<file path="src/rtl/reg_to_obi_bridge.sv">
// Replays one register-bus transaction as a single OBI transaction and returns rdata and error.
// Latency: 4 cycles with zero-wait gnt/rvalid. reg_valid_i is held until the one-cycle reg_ready_o pulse.
module reg_to_obi_bridge #(
  parameter int unsigned AddrWidth     = 32,
  parameter int unsigned DataWidth     = 32,
  parameter int unsigned TimeoutCycles = 256
) (
  input  logic                   clk_i,
  input  logic                   rst_i,
  input  logic                   reg_valid_i,
  input  logic                   reg_write_i,
  input  logic [AddrWidth-1:0]   reg_addr_i,
  input  logic [DataWidth-1:0]   reg_wdata_i,
  input  logic [DataWidth/8-1:0] reg_wstrb_i,
  output logic                   reg_ready_o,
  output logic [DataWidth-1:0]   reg_rdata_o,
  output logic                   reg_error_o,
  output logic                   obi_req_o,
  output logic                   obi_we_o,
  output logic [DataWidth/8-1:0] obi_be_o,
  output logic [AddrWidth-1:0]   obi_addr_o,
  output logic [DataWidth-1:0]   obi_wdata_o,
  input  logic                   obi_gnt_i,
  input  logic                   obi_rvalid_i,
  input  logic [DataWidth-1:0]   obi_rdata_i
);

  localparam int unsigned StrbWidth = DataWidth / 8;
  localparam int unsigned CntWidth  = (TimeoutCycles > 1) ? $clog2(TimeoutCycles) : 1;
  localparam logic [CntWidth-1:0] CntLast =
    CntWidth'((TimeoutCycles == 0) ? 0 : TimeoutCycles - 1);

  typedef enum logic [1:0] {IDLE, ADDR, RESP, DONE} state_e;

  state_e                 state_q, state_d;
  logic [AddrWidth-1:0]   addr_q;
  logic [DataWidth-1:0]   wdata_q;
  logic [StrbWidth-1:0]   be_q;
  logic                   we_q;
  logic [DataWidth-1:0]   rdata_q;
  logic                   error_q;
  logic                   stale_q;
  logic [CntWidth-1:0]    cnt_q;
  logic                   load;
  logic                   resp_ok;
  logic                   resp_to;

  always_comb begin
    state_d = state_q;
    load    = 1'b0;
    resp_ok = 1'b0;
    resp_to = 1'b0;
    case (state_q)
      IDLE: begin
        // A timed-out transaction may still answer; hold off until it does.
        if (reg_valid_i && !stale_q) begin
          load    = 1'b1;
          state_d = ADDR;
        end
      end
      ADDR: begin
        if (obi_gnt_i) state_d = RESP;
      end
      RESP: begin
        if (obi_rvalid_i) begin
          resp_ok = 1'b1;
          state_d = DONE;
        end else if (TimeoutCycles != 0 && cnt_q == CntLast) begin
          resp_to = 1'b1;
          state_d = DONE;
        end
      end
      DONE:    state_d = IDLE;
      default: state_d = IDLE;
    endcase
  end

  always_ff @(posedge clk_i) begin
    if (rst_i) begin
      state_q <= IDLE;
      addr_q  <= '0;
      wdata_q <= '0;
      be_q    <= '0;
      we_q    <= 1'b0;
      rdata_q <= '0;
      error_q <= 1'b0;
      stale_q <= 1'b0;
      cnt_q   <= '0;
    end else begin
      state_q <= state_d;
      if (load) begin
        addr_q  <= reg_addr_i;
        wdata_q <= reg_wdata_i;
        we_q    <= reg_write_i;
        be_q    <= reg_write_i ? reg_wstrb_i : '1;
      end
      cnt_q <= (state_q == RESP) ? cnt_q + 1'b1 : '0;
      if (resp_ok) begin
        rdata_q <= we_q ? '0 : obi_rdata_i;
        error_q <= 1'b0;
      end else if (resp_to) begin
        rdata_q <= '0;
        error_q <= 1'b1;
      end
      // The late response of a timed-out transaction is swallowed here.
      if (resp_to) begin
        stale_q <= 1'b1;
      end else if (stale_q && obi_rvalid_i) begin
        stale_q <= 1'b0;
      end
    end
  end

  assign obi_req_o   = (state_q == ADDR);
  assign obi_we_o    = we_q;
  assign obi_be_o    = be_q;
  assign obi_addr_o  = addr_q;
  assign obi_wdata_o = wdata_q;
  assign reg_ready_o = (state_q == DONE);
  assign reg_rdata_o = reg_ready_o ? rdata_q : '0;
  assign reg_error_o = reg_ready_o & error_q;

endmodule
</file>
<file path="config.mk">
export PLATFORM = sky130hd
export DESIGN_NAME = reg_to_obi_bridge
export DESIGN_NICKNAME = d
export VERILOG_FILES = /design/src/rtl/reg_to_obi_bridge.sv
export SDC_FILE = /design/constraint.sdc
export NUM_CORES = 1
export LEC_CHECK = 0
export ABC_AREA = 1
export CAP_MARGIN = 20
export CELL_PAD_IN_SITES_DETAIL_PLACEMENT = 1
export CELL_PAD_IN_SITES_GLOBAL_PLACEMENT = 1
export CORE_AREA = 4 4 105 107
export CTS_CLUSTER_SIZE = 28
export DETAILED_ROUTE_END_ITERATION = 16
export DIE_AREA = 0 0 109 111
export DONT_BUFFER_PORTS = 1
export PLACE_DENSITY = 0.91
export SETUP_SLACK_MARGIN = 0.5
export SYNTH_ARGS = -nofsm -noshare
export SYNTH_HDL_FRONTEND = slang
export SYNTH_SLANG_ARGS = --single-unit
</file>
<file path="constraint.sdc">
create_clock -name clk_i -period 4.24 [get_ports clk_i]
set_input_delay 0.848 -clock clk_i [delete_from_list [all_inputs] [get_ports clk_i]]
set_output_delay 0.848 -clock clk_i [all_outputs]
set_load 0.005 [all_outputs]
</file>
==> results of run 1 <==
cell families after synthesis:
family                   Yosys count  share of synthesized area (%)
AO/OA/AOI/OAI                    113                           12.6
adder cells (fa/ha/maj)            6                           1.65
buffers and inverters             86                           8.91
flip-flops                       113                           49.7
AND/OR/NAND/NOR                  276                           27.1
final cells by class:
class | instances | area (um^2) | area share [%]
inverter | 48 | 180 | 3.51
sequential | 113 | 2260 | 44.1
tap | 136 | 170 | 3.32
multi-input combinational | 395 | 1880 | 36.7
clock inverter | 10 | 133 | 2.58
clock buffer | 22 | 463 | 9.02
timing repair buffer | 3 | 42.5 | 0.829
power by group:
group / switching [uW] / internal, uW / leakage (uW)
logic: 438 / 199 / 0.000875
registers: 141 / 1230 / 0.000922
clock network: 469 / 937 / 0.000287
cells in the final DEF, fill, tap and decap left out, types with 3 or more instances in the layout:
cell type / netlist / layout
a21oi_1: 104 / 104
bufinv_16: 0 / 3
clkbuf_16: 0 / 16
clkbuf_8: 0 / 4
clkinv_2: 0 / 4
clkinvlp_4: 0 / 3
dfxtp_1: 113 / 113
ha_1: 6 / 6
inv_1: 45 / 45
inv_2: 3 / 3
nand2_1: 209 / 209
nand3_1: 19 / 19
nand3_2: 17 / 17
nor2_1: 21 / 21
o21ai_0: 6 / 6
cells in the mapped netlist:
cell type | instances | area share [%]
nand2_1 | 209 | 17
dfxtp_1 | 113 | 50
a21oi_1 | 104 | 11
inv_1 | 45 | 3.7
nor2_1 | 21 | 1.7
nand3_1 | 19 | 2.1
buf_2 | 18 | 2.0
nand3_2 | 17 | 3.7
clkbuf_1 | 11 | 0.91
buf_6 | 7 | 1.7
ha_1 | 6 | 1.7
o21ai_0 | 6 | 0.66
inv_2 | 3 | 0.25
a21oi_2 | 2 | 0.39
buf_4 | 2 | 0.33
nor2_4 | 2 | 0.50
a31oi_1 | 1 | 0.14
nand2_2 | 1 | 0.14
nand2_4 | 1 | 0.25
nand3_4 | 1 | 0.39
nand3b_1 | 1 | 0.17
nand4_1 | 1 | 0.14
nor2_2 | 1 | 0.14
nor2_8 | 1 | 0.44
or2_2 | 1 | 0.14
stage by stage:
step	std cells	instance area (um^2)	worst slack [ps]	total power [uW]	hold slack, ps
global route	727	5130	1320	3620	390
global placement	693	4500	1860	1950	431
finish	727	5130	1480	3410	423
CTS	725	5100	1190	3450	390
detailed placement	693	4500	1760	2010	454
floorplan	594	4550	2260	1890	418
routing by layer:
layer / vias up / GRT usage (%)
met2: 165 / 35.3
met3: 11 / 9.73
li1: 1843 / -
met4: 0 / 6.48
met1: 1743 / 21.8
met5: - / 0
flip-flops by register name (all words and copies together), names as in the netlist:
register	count
obi_be_o	4
obi_wdata_o	32
error_q	1
rdata_q	32
obi_addr_o	32
obi_we_o	1
stale_q	1
cnt_q	8
state_q	2
worst max path at each step:
stage	slack (ps)	from	end	depth (start not counted)
2_1_floorplan	2260	state_q[0]$_SDFFE_PP0P_	reg_rdata_o[10]	5
3_3_place_gp	1860	state_q[0]$_SDFFE_PP0P_	reg_rdata_o[7]	3
3_5_place_dp	1760	state_q[1]$_SDFFE_PP0P_	reg_rdata_o[28]	3
4_1_cts	1190	state_q[0]$_SDFFE_PP0P_	reg_rdata_o[28]	3
5_1_grt	1320	state_q[0]$_SDFFE_PP0P_	reg_rdata_o[4]	4
6_report	1480	state_q[0]$_SDFFE_PP0P_	reg_rdata_o[9]	4
==> metrics, run 1 <==
outcome=finished clean; Critical Path RT=around 3400 ps; met2 routed WL=6320 um; global-route wire length before repair=between 15,000 and 20,000 um; Vias=3,762; Synth Area per Inst=7.66 um^2; placer congestion estimate=roughly 0.77; Synth Warn #=0; kind of critical path=register to primary output; Netlist cell types=25; setup TNS=0 ps; R2R cell count=6; synthesized instance count=just under 600; r2r setup slk=around 2300 ps; worst hold path type=input port to register; Slew @ Worst Pin=711 ps; clk buf depth=2; Final setup viols=0; Max-Cap Viols=0; Finished Core Util=approximately 50%; initial antenna violation count=0; global route overflow=0; Top Metal Used=met4; RR Startpoint=state_q[0]$_SDFFE_PP0P_; Slew Limit Headroom=a little over half; CTS clk-pin slew, worst paths=about 50 ps; M1 WL=4730 um; core area=just over 0.01 mm^2; final hold vios=0; CP max FO=19; CTS Buf Count=17; Fillers=between 1,000 and 1,500; Pleak=between 0.002 and 0.0025 uW; # clock sinks=about 110; Starting Density=around 45%; CP endpoint kind=primary output; Hold EP=rdata_q[17]$_SDFFE_PP0P_; Die Area=between 0.01 and 0.015 mm^2; FP Rows=37; Antenna Cells=0; DR vias/cell=slightly above 5; Skew-Pair Late Insertion Delay=approximately 500 ps; Cell Area, Synth=between 0.004 and 0.005 mm^2; fraction of final layout cells sized beyond drive strength 1=10.7%; largest net degree at the start of global routing=101; Slowest-stage cell, CP=ha_1; CTS H-tree lvls=4; Max Clk Rate=362 MHz; Peak VDD IR=~0.30 mV; drt drc=0; critical path, cell by cell=ha_1, buf_8, nand2_1, inv_1; P&R area growth vs syn=12.8%; DIE WIDTH=roughly 110 um; drt wl/cell=17.3 um; min cycle time layout=2760 ps; Final HPWL DP=between 8000 and 9000 um; Ports=210; Hold Buf Count CTS=0; Vert. Die Dim=111 um; gr usage total=approximately a fifth; buffer count from post-CTS setup fixing=0; PD cells=between 600 and 700 mW/mm^2; via count of the first global-routing pass=3,909; Initial DRT Pass Iterations=4; Hold Path Stages=1; wirelength, routed=roughly 13,000 um; r2r endpoint=rdata_q[31]$_SDFFE_PP0P_; post-synthesis sequential area ratio=49.7%; post_cts resized=0; CP max stage delay=640 ps; Initial DRC Count=a little under 200; TritonCTS clock tree=done; Tcrit/Tclk final=between 60% and 70%; fin nets=690; Seq cells post-synth=roughly 110; Root Buffer=clkbuf_8; RSZ-0062 raised after global routing=no; CP startpoint kind=register; worst path bufs/invs=2; Final Max Slew Viols=0; met3 routed WL=1370 um; syn_nets=between 700 and 800; Worst Skew=about 6.4 ps; PortBufs=0; Worst Path Arrival=approximately 1900 ps; DRT antenna net count=0; CP delay by family, top=adder cells; hold path start=rst_i
Power figures use the tool's default switching activity.
==> inputs of run 2 (changes only) <==
--- a/config.mk
+++ b/config.mk
@@ -9,12 +9,12 @@
 export CAP_MARGIN = 20
 export CELL_PAD_IN_SITES_DETAIL_PLACEMENT = 1
 export CELL_PAD_IN_SITES_GLOBAL_PLACEMENT = 1
-export CORE_AREA = 4 4 105 107
+export CORE_AREA = 4 4 108 110
 export CTS_CLUSTER_SIZE = 28
 export DETAILED_ROUTE_END_ITERATION = 16
-export DIE_AREA = 0 0 109 111
+export DIE_AREA = 0 0 112 114
 export DONT_BUFFER_PORTS = 1
-export PLACE_DENSITY = 0.91
+export PLACE_DENSITY = 0.87
 export SETUP_SLACK_MARGIN = 0.5
 export SYNTH_ARGS = -nofsm -noshare
 export SYNTH_HDL_FRONTEND = slang
==> constraint.sdc (replaced) <==
create_clock -name clk_i -period 2.7 [get_ports clk_i]
set_input_delay 0.54 -clock clk_i [delete_from_list [all_inputs] [get_ports clk_i]]
set_output_delay 0.54 -clock clk_i [all_outputs]
set_load 0.005 [all_outputs]
==> metrics, run 2 (same netlist as run 1, synthesis figures left out) <==
Slew @ Worst Pin=519 ps (was 711 ps); Slew Limit Headroom=65.4% (was 52.6%); Non-Filler Instances=732 (was 727); Ports=210 (unchanged); r2r endpoint=rdata_q[6]$_SDFFE_PP0P_ (was rdata_q[31]$_SDFFE_PP0P_); wirelength, routed=12,900 um (was 12,600 um); PD cells=1040 mW/mm^2 (was 665 mW/mm^2); Tcrit/Tclk final=between 70% and 80%; outcome=finished clean (unchanged); PortBufs=0 (unchanged); fraction of final layout cells sized beyond drive strength 1=10.8% (was 10.7%); largest net degree at the start of global routing=101 (unchanged); kind of critical path=register to primary output (unchanged); hold path start=rst_i (unchanged); setup TNS=0 ps (unchanged); CTS Buf Count=17 (unchanged); Fillers=1,317 (was 1,250); Worst Path Arrival=1560 ps (was 1910 ps); fin nets=691 (was 690); Root Buffer=clkbuf_8 (unchanged); Max Clk Rate=476 MHz; Skew-Pair Late Insertion Delay=500 ps (about the same); Placed Instance Area=0.00454 mm^2 (was 0.00450 mm^2); Final WS setup=599 ps (was 1480 ps); Pleak=0.00209 uW (was 0.00208 uW); # clock sinks=113 (unchanged); CP Capture Point=reg_rdata_o[25] (was reg_rdata_o[9]); Antenna Cells=0 (unchanged); Initial DRC Count=204 (was 193); R2R cell count=6 (unchanged); CTS clk-pin slew, worst paths=60 ps (was 50 ps); Worst Skew=12.1 ps (was 6.36 ps); P&R area growth vs syn=13.1% (was 12.8%); RR Startpoint=state_q[0]$_SDFFE_PP0P_ (unchanged); global-route wire length before repair=20,600 um (was 19,500 um); Finished Core Util=48.1% (was 50.6%); placer congestion estimate=0.770 (was 0.766); Vias=3,863 (was 3,762); Vert. Die Dim=114 um (was 111 um); drt wl/cell=17.7 um (was 17.3 um); Placement Setup Slack=800 ps (was 1760 ps); CP startpoint kind=register (unchanged); gr usage total=20.1% (was 20.5%); Die Area=0.0128 mm^2 (was 0.0121 mm^2); final hold vios=0 (unchanged); r2r setup slk=780 ps (was 2300 ps); DIE WIDTH=112 um (was 109 um); Placed Cells=700 (was 693); most common cell after layout, fill and taps aside=nand2_1 (unchanged); clk buf depth=2 (unchanged); FP Rows=38 (was 37); Final setup viols=0 (unchanged); Final Max Slew Viols=0 (unchanged); post-route cell area=0.00514 mm^2 (was 0.00513 mm^2); via count of the first global-routing pass=4,096 (was 3,909); DRT antenna net count=0 (unchanged); CP endpoint kind=primary output (unchanged); Critical Path RT=2160 ps (was 3390 ps); commonest non-fill, non-tap cells in the layout=nand2_1, dfxtp_1, a21oi_1 (unchanged); drt drc=0 (unchanged); min cycle time layout=about 2100 ps; RSZ-0062 raised after global routing=no (unchanged); worst hold path type=input port to register (unchanged); Peak VDD IR=0.428 mV (was 0.296 mV); CP max FO=34 (was 19); global route overflow=0 (unchanged); TritonCTS clock tree=done (unchanged); initial antenna violation count=0 (unchanged); core area=0.0107 mm^2 (was 0.0101 mm^2); Worst Setup SP=state_q[1]$_SDFFE_PP0P_ (was state_q[0]$_SDFFE_PP0P_); Initial DRT Pass Iterations=4 (unchanged); DR vias/cell=5.28 (was 5.17); Starting Density=42.5% (was 44.9%); Final HPWL DP=8900 um (was 8650 um); Max-Cap Viols=0 (unchanged); CTS H-tree lvls=4 (unchanged)
==> run 2: cell count changes in the layout (fill, tap and decap cells not counted), sizes merged <==
cell / delta
clkinv: +2
clkbuf: -2
inv: +1
buf: +1
clkinvlp: -1
==> run 2: repair_timing <==
| action | in CTS | in global routing |
|---|---|---|
| gates resized for setup | 1 | 1 |
| endpoints found under the setup margin | 2 | 1 |
| setup buffers | 0 | 0 |
| hold buffers | 0 | 0 |
==> run 2: metrics by stage <==
step           hold WS, ps  total power [uW]
2_1_floorplan          418              2970
3_3_place_gp           429              3100
3_5_place_dp           453              3190
4_1_cts               76.8              5440
5_1_grt               72.5              5700
6_report               101              5370
==> run 2: routing by layer <==
| metal | share of wire [%] | global-route usage, % | up-vias |
|---|---|---|---|
| met1 | 38 | 22.1 | 1800 |
| met4 | 2.4 | 8.09 | 0 |
| met5 | 0 | 0 | - |
| met2 | 50 | 34.4 | 191 |
| met3 | 9.7 | 8.70 | 28 |
| li1 | - | - | 1844 |
==> run 2: power by group <==
group	total [uW]	internal [uW]	leakage, uW	switching, uW
combinational	1000	317	0.000879	685
clock	2220	1430	0.000285	789
sequential	2150	1930	0.000922	219
total	5370	3680	0.00209	1690
==> run 2: critical path, cell delays in order, from the launching register on <==
cell and delay (ps):
dfxtp_1 400, ha_1 230, buf_8 230, nand2_1 100
inv_1 100
==> run 2: cell type report <==
class,count,area [um^2],area share (%)
inverter,48,180,3.50
tap,140,175,3.41
multi-input combinational,395,1880,36.6
timing repair buffer,4,50.0,0.973
clock inverter,12,159,3.09
sequential,113,2260,44.0
clock buffer,20,435,8.47
==> run 2: worst min-delay path by stage <==
| stage | end | slack, ps | cells past startpoint |
|---|---|---|---|
| after floorplan | cnt_q[0]$_SDFF_PP0_ | 420 | 1 |
| after global placement | cnt_q[0]$_SDFF_PP0_ | 430 | 1 |
| after detailed placement | error_q$_SDFFE_PP0P_ | 450 | 2 |
| after CTS | obi_addr_o[13]$_SDFFE_PP0P_ | 80 | 1 |
| after global routing | obi_addr_o[16]$_SDFFE_PP0P_ | 70 | 1 |
| final | obi_addr_o[6]$_SDFFE_PP0P_ | 100 | 1 |
==> inputs of run 3 (changes only) <==
==> constraint.sdc (replaced) <==
create_clock -name clk_i -period 1.95 [get_ports clk_i]
set_input_delay 0.39 -clock clk_i [delete_from_list [all_inputs] [get_ports clk_i]]
set_output_delay 0.39 -clock clk_i [all_outputs]
set_load 0.005 [all_outputs]
==> metrics, run 3 (same netlist as run 1, synthesis figures left out) <==
worst path bufs/invs=2 (unchanged); critical path, cell by cell=ha_4, buf_12, nand2_1, inv_1 (was ha_1, buf_8, nand2_1, inv_1); PortBufs=0 (unchanged); Worst Skew=7.49 ps (was 12.1 ps); fin nets=704 (was 691); Worst Path Arrival=1390 ps (was 1560 ps); CTS H-tree lvls=4 (unchanged); Root Buffer=clkbuf_8 (unchanged); worst hold path type=input port to register (unchanged); fraction of final layout cells sized beyond drive strength 1=13.9% (was 10.8%); largest net degree at the start of global routing=101 (unchanged); Starting Density=42.5% (unchanged); Pleak=0.00218 uW (was 0.00209 uW); Fillers=1,279 (was 1,317); most common cell after layout, fill and taps aside=nand2_1 (unchanged); clk buf depth=2 (unchanged); Vias=3,950 (was 3,863); Power Total=7730 uW (was 5370 uW); Skew-Pair Late Insertion Delay=500 ps (about the same); Worst Setup SP=state_q[1]$_SDFFE_PP0P_ (unchanged); Final HPWL DP=8670 um (was 8900 um); Peak VDD IR=0.750 mV (was 0.428 mV); FP Rows=38 (unchanged); gr usage total=22.0% (was 20.1%); Final Max Slew Viols=0 (unchanged); global-route wire length before repair=22,500 um (was 20,600 um); min cycle time layout=approximately 1800 ps; Slew Limit Headroom=79.9% (was 65.4%); Slowest-stage cell, CP=dfxtp_4 (was dfxtp_1); RR Startpoint=state_q[0]$_SDFFE_PP0P_ (unchanged); multi-input logic area=0.00199 mm^2 (was 0.00188 mm^2); failing checks=hold timing; Slew @ Worst Pin=302 ps (was 519 ps); CP startpoint kind=register (unchanged); Final setup viols=0 (unchanged); Max-Cap Viols=0 (unchanged); TritonCTS clock tree=done (unchanged); RSZ-0062 raised after global routing=yes (was no); CP max FO=18 (was 34); initial antenna violation count=0 (unchanged); core area=0.0107 mm^2 (unchanged); CTS Buf Count=17 (unchanged); CTS clk-pin slew, worst paths=50 ps (was 60 ps); P&R area growth vs syn=20.0% (was 13.1%); kind of critical path=register to primary output (unchanged); Final WS setup=171 ps (was 599 ps); Ports=210 (unchanged); commonest non-fill, non-tap cells in the layout=nand2_1, dfxtp_1, a21oi_1 (unchanged); DIE WIDTH=112 um (unchanged); Vert. Die Dim=114 um (unchanged); Worst Hold Margin=-43.8 ps (was 101 ps); wirelength, routed=14,000 um (was 12,900 um); R2R cell count=8 (was 6); placer congestion estimate=0.779 (was 0.770); Hold Path Stages=1 (unchanged); CP Capture Point=reg_rdata_o[28] (was reg_rdata_o[25]); drt drc=0 (unchanged); Worst path depth=4 (unchanged); Initial DRT Pass Iterations=4 (unchanged); Finished Core Util=51.0% (was 48.1%); r2r endpoint=rdata_q[22]$_SDFFE_PP0P_ (was rdata_q[6]$_SDFFE_PP0P_); Initial DRC Count=186 (was 204); PD cells=1420 mW/mm^2 (was 1040 mW/mm^2); outcome=complete, but fails checks (was finished clean); drt wl/cell=18.8 um (was 17.7 um); # clock sinks=113 (unchanged); CP delay by family, top=flip-flops (unchanged); CP endpoint kind=primary output (unchanged); Critical Path RT=1560 ps (was 2160 ps); Placement Setup Slack=146 ps (was 800 ps); Max Clk Rate=~560 MHz; via count of the first global-routing pass=4,398 (was 4,096); CP max stage delay=370 ps (was 400 ps); DRT antenna net count=0 (unchanged); sequential cell area=0.00227 mm^2 (was 0.00226 mm^2); Antenna Cells=0 (unchanged); setup TNS=0 ps (unchanged); r2r setup slk=300 ps (was 780 ps); Tcrit/Tclk final=between 90% and 100%; final hold vios=49 (was 0); global route overflow=0 (unchanged); Die Area=0.0128 mm^2 (unchanged); DR vias/cell=5.31 (was 5.28)
## run 3: changes by cell type in the layout (fill, tap and decap cells not counted), sizes merged
cell / before / now
buf: 4 / 10
inv: 49 / 48
clkbuf: 20 / 23
nor2: 25 / 27
nand3: 37 / 39
clkinvlp: 2 / 4
bufbuf: 0 / 2
bufinv: 3 / 1
clkinv: 6 / 4
## run 3: report_power, final
part | leakage (uW) | internal, uW | switching, uW
sequential | 0.000923 | 2690 | 320
combinational | 0.000999 | 773 | 1120
clock | 0.000259 | 1780 | 1050
total | 0.00218 | 5240 | 2490
## run 3: per-layer routing
metal / wire length, um / GRT usage, %
met1: 5520 / 23.5
met2: 7070 / 38.8
met3: 1260 / 9.60
met4: 167 / 7.69
met5: 0 / 0
## run 3: worst min path at each step
stage / startpoint / to / slack [ps]
6_report: rst_i / obi_addr_o[6]$_SDFFE_PP0P_ / -40
5_1_grt: rst_i / obi_addr_o[3]$_SDFFE_PP0P_ / -80
4_1_cts: rst_i / obi_addr_o[6]$_SDFFE_PP0P_ / -70
3_5_place_dp: cnt_q[0]$_SDFF_PP0_ / cnt_q[0]$_SDFF_PP0_ / 440
3_3_place_gp: cnt_q[0]$_SDFF_PP0_ / cnt_q[0]$_SDFF_PP0_ / 430
2_1_floorplan: cnt_q[0]$_SDFF_PP0_ / cnt_q[0]$_SDFF_PP0_ / 420
## run 3: cell type report
type                            count  area share [%]
Clock inverter                      9            1.54
Clock buffer                       22            8.48
Inverter                           48            3.35
Tap cell                          140            3.21
Sequential cell                   113            41.6
Timing Repair Buffer               13            5.36
Multi-Input combinational cell    399            36.5
## run 3: what timing repair did
action / in CTS / in global routing
pin swaps: 4 / 0
resized for setup: 23 / 3
hold endpoints to repair: 98 / 98
setup endpoints to repair: 143 / 144
cloned: 7 / 1
buffers inserted: 4 / 1
## run 3: per-stage QoR
step,cell area (um^2),instances
final,5460,744
after floorplan,4550,594
after detailed placement,4550,700
after global routing,5460,744
after CTS,5400,742
after global placement,4550,700
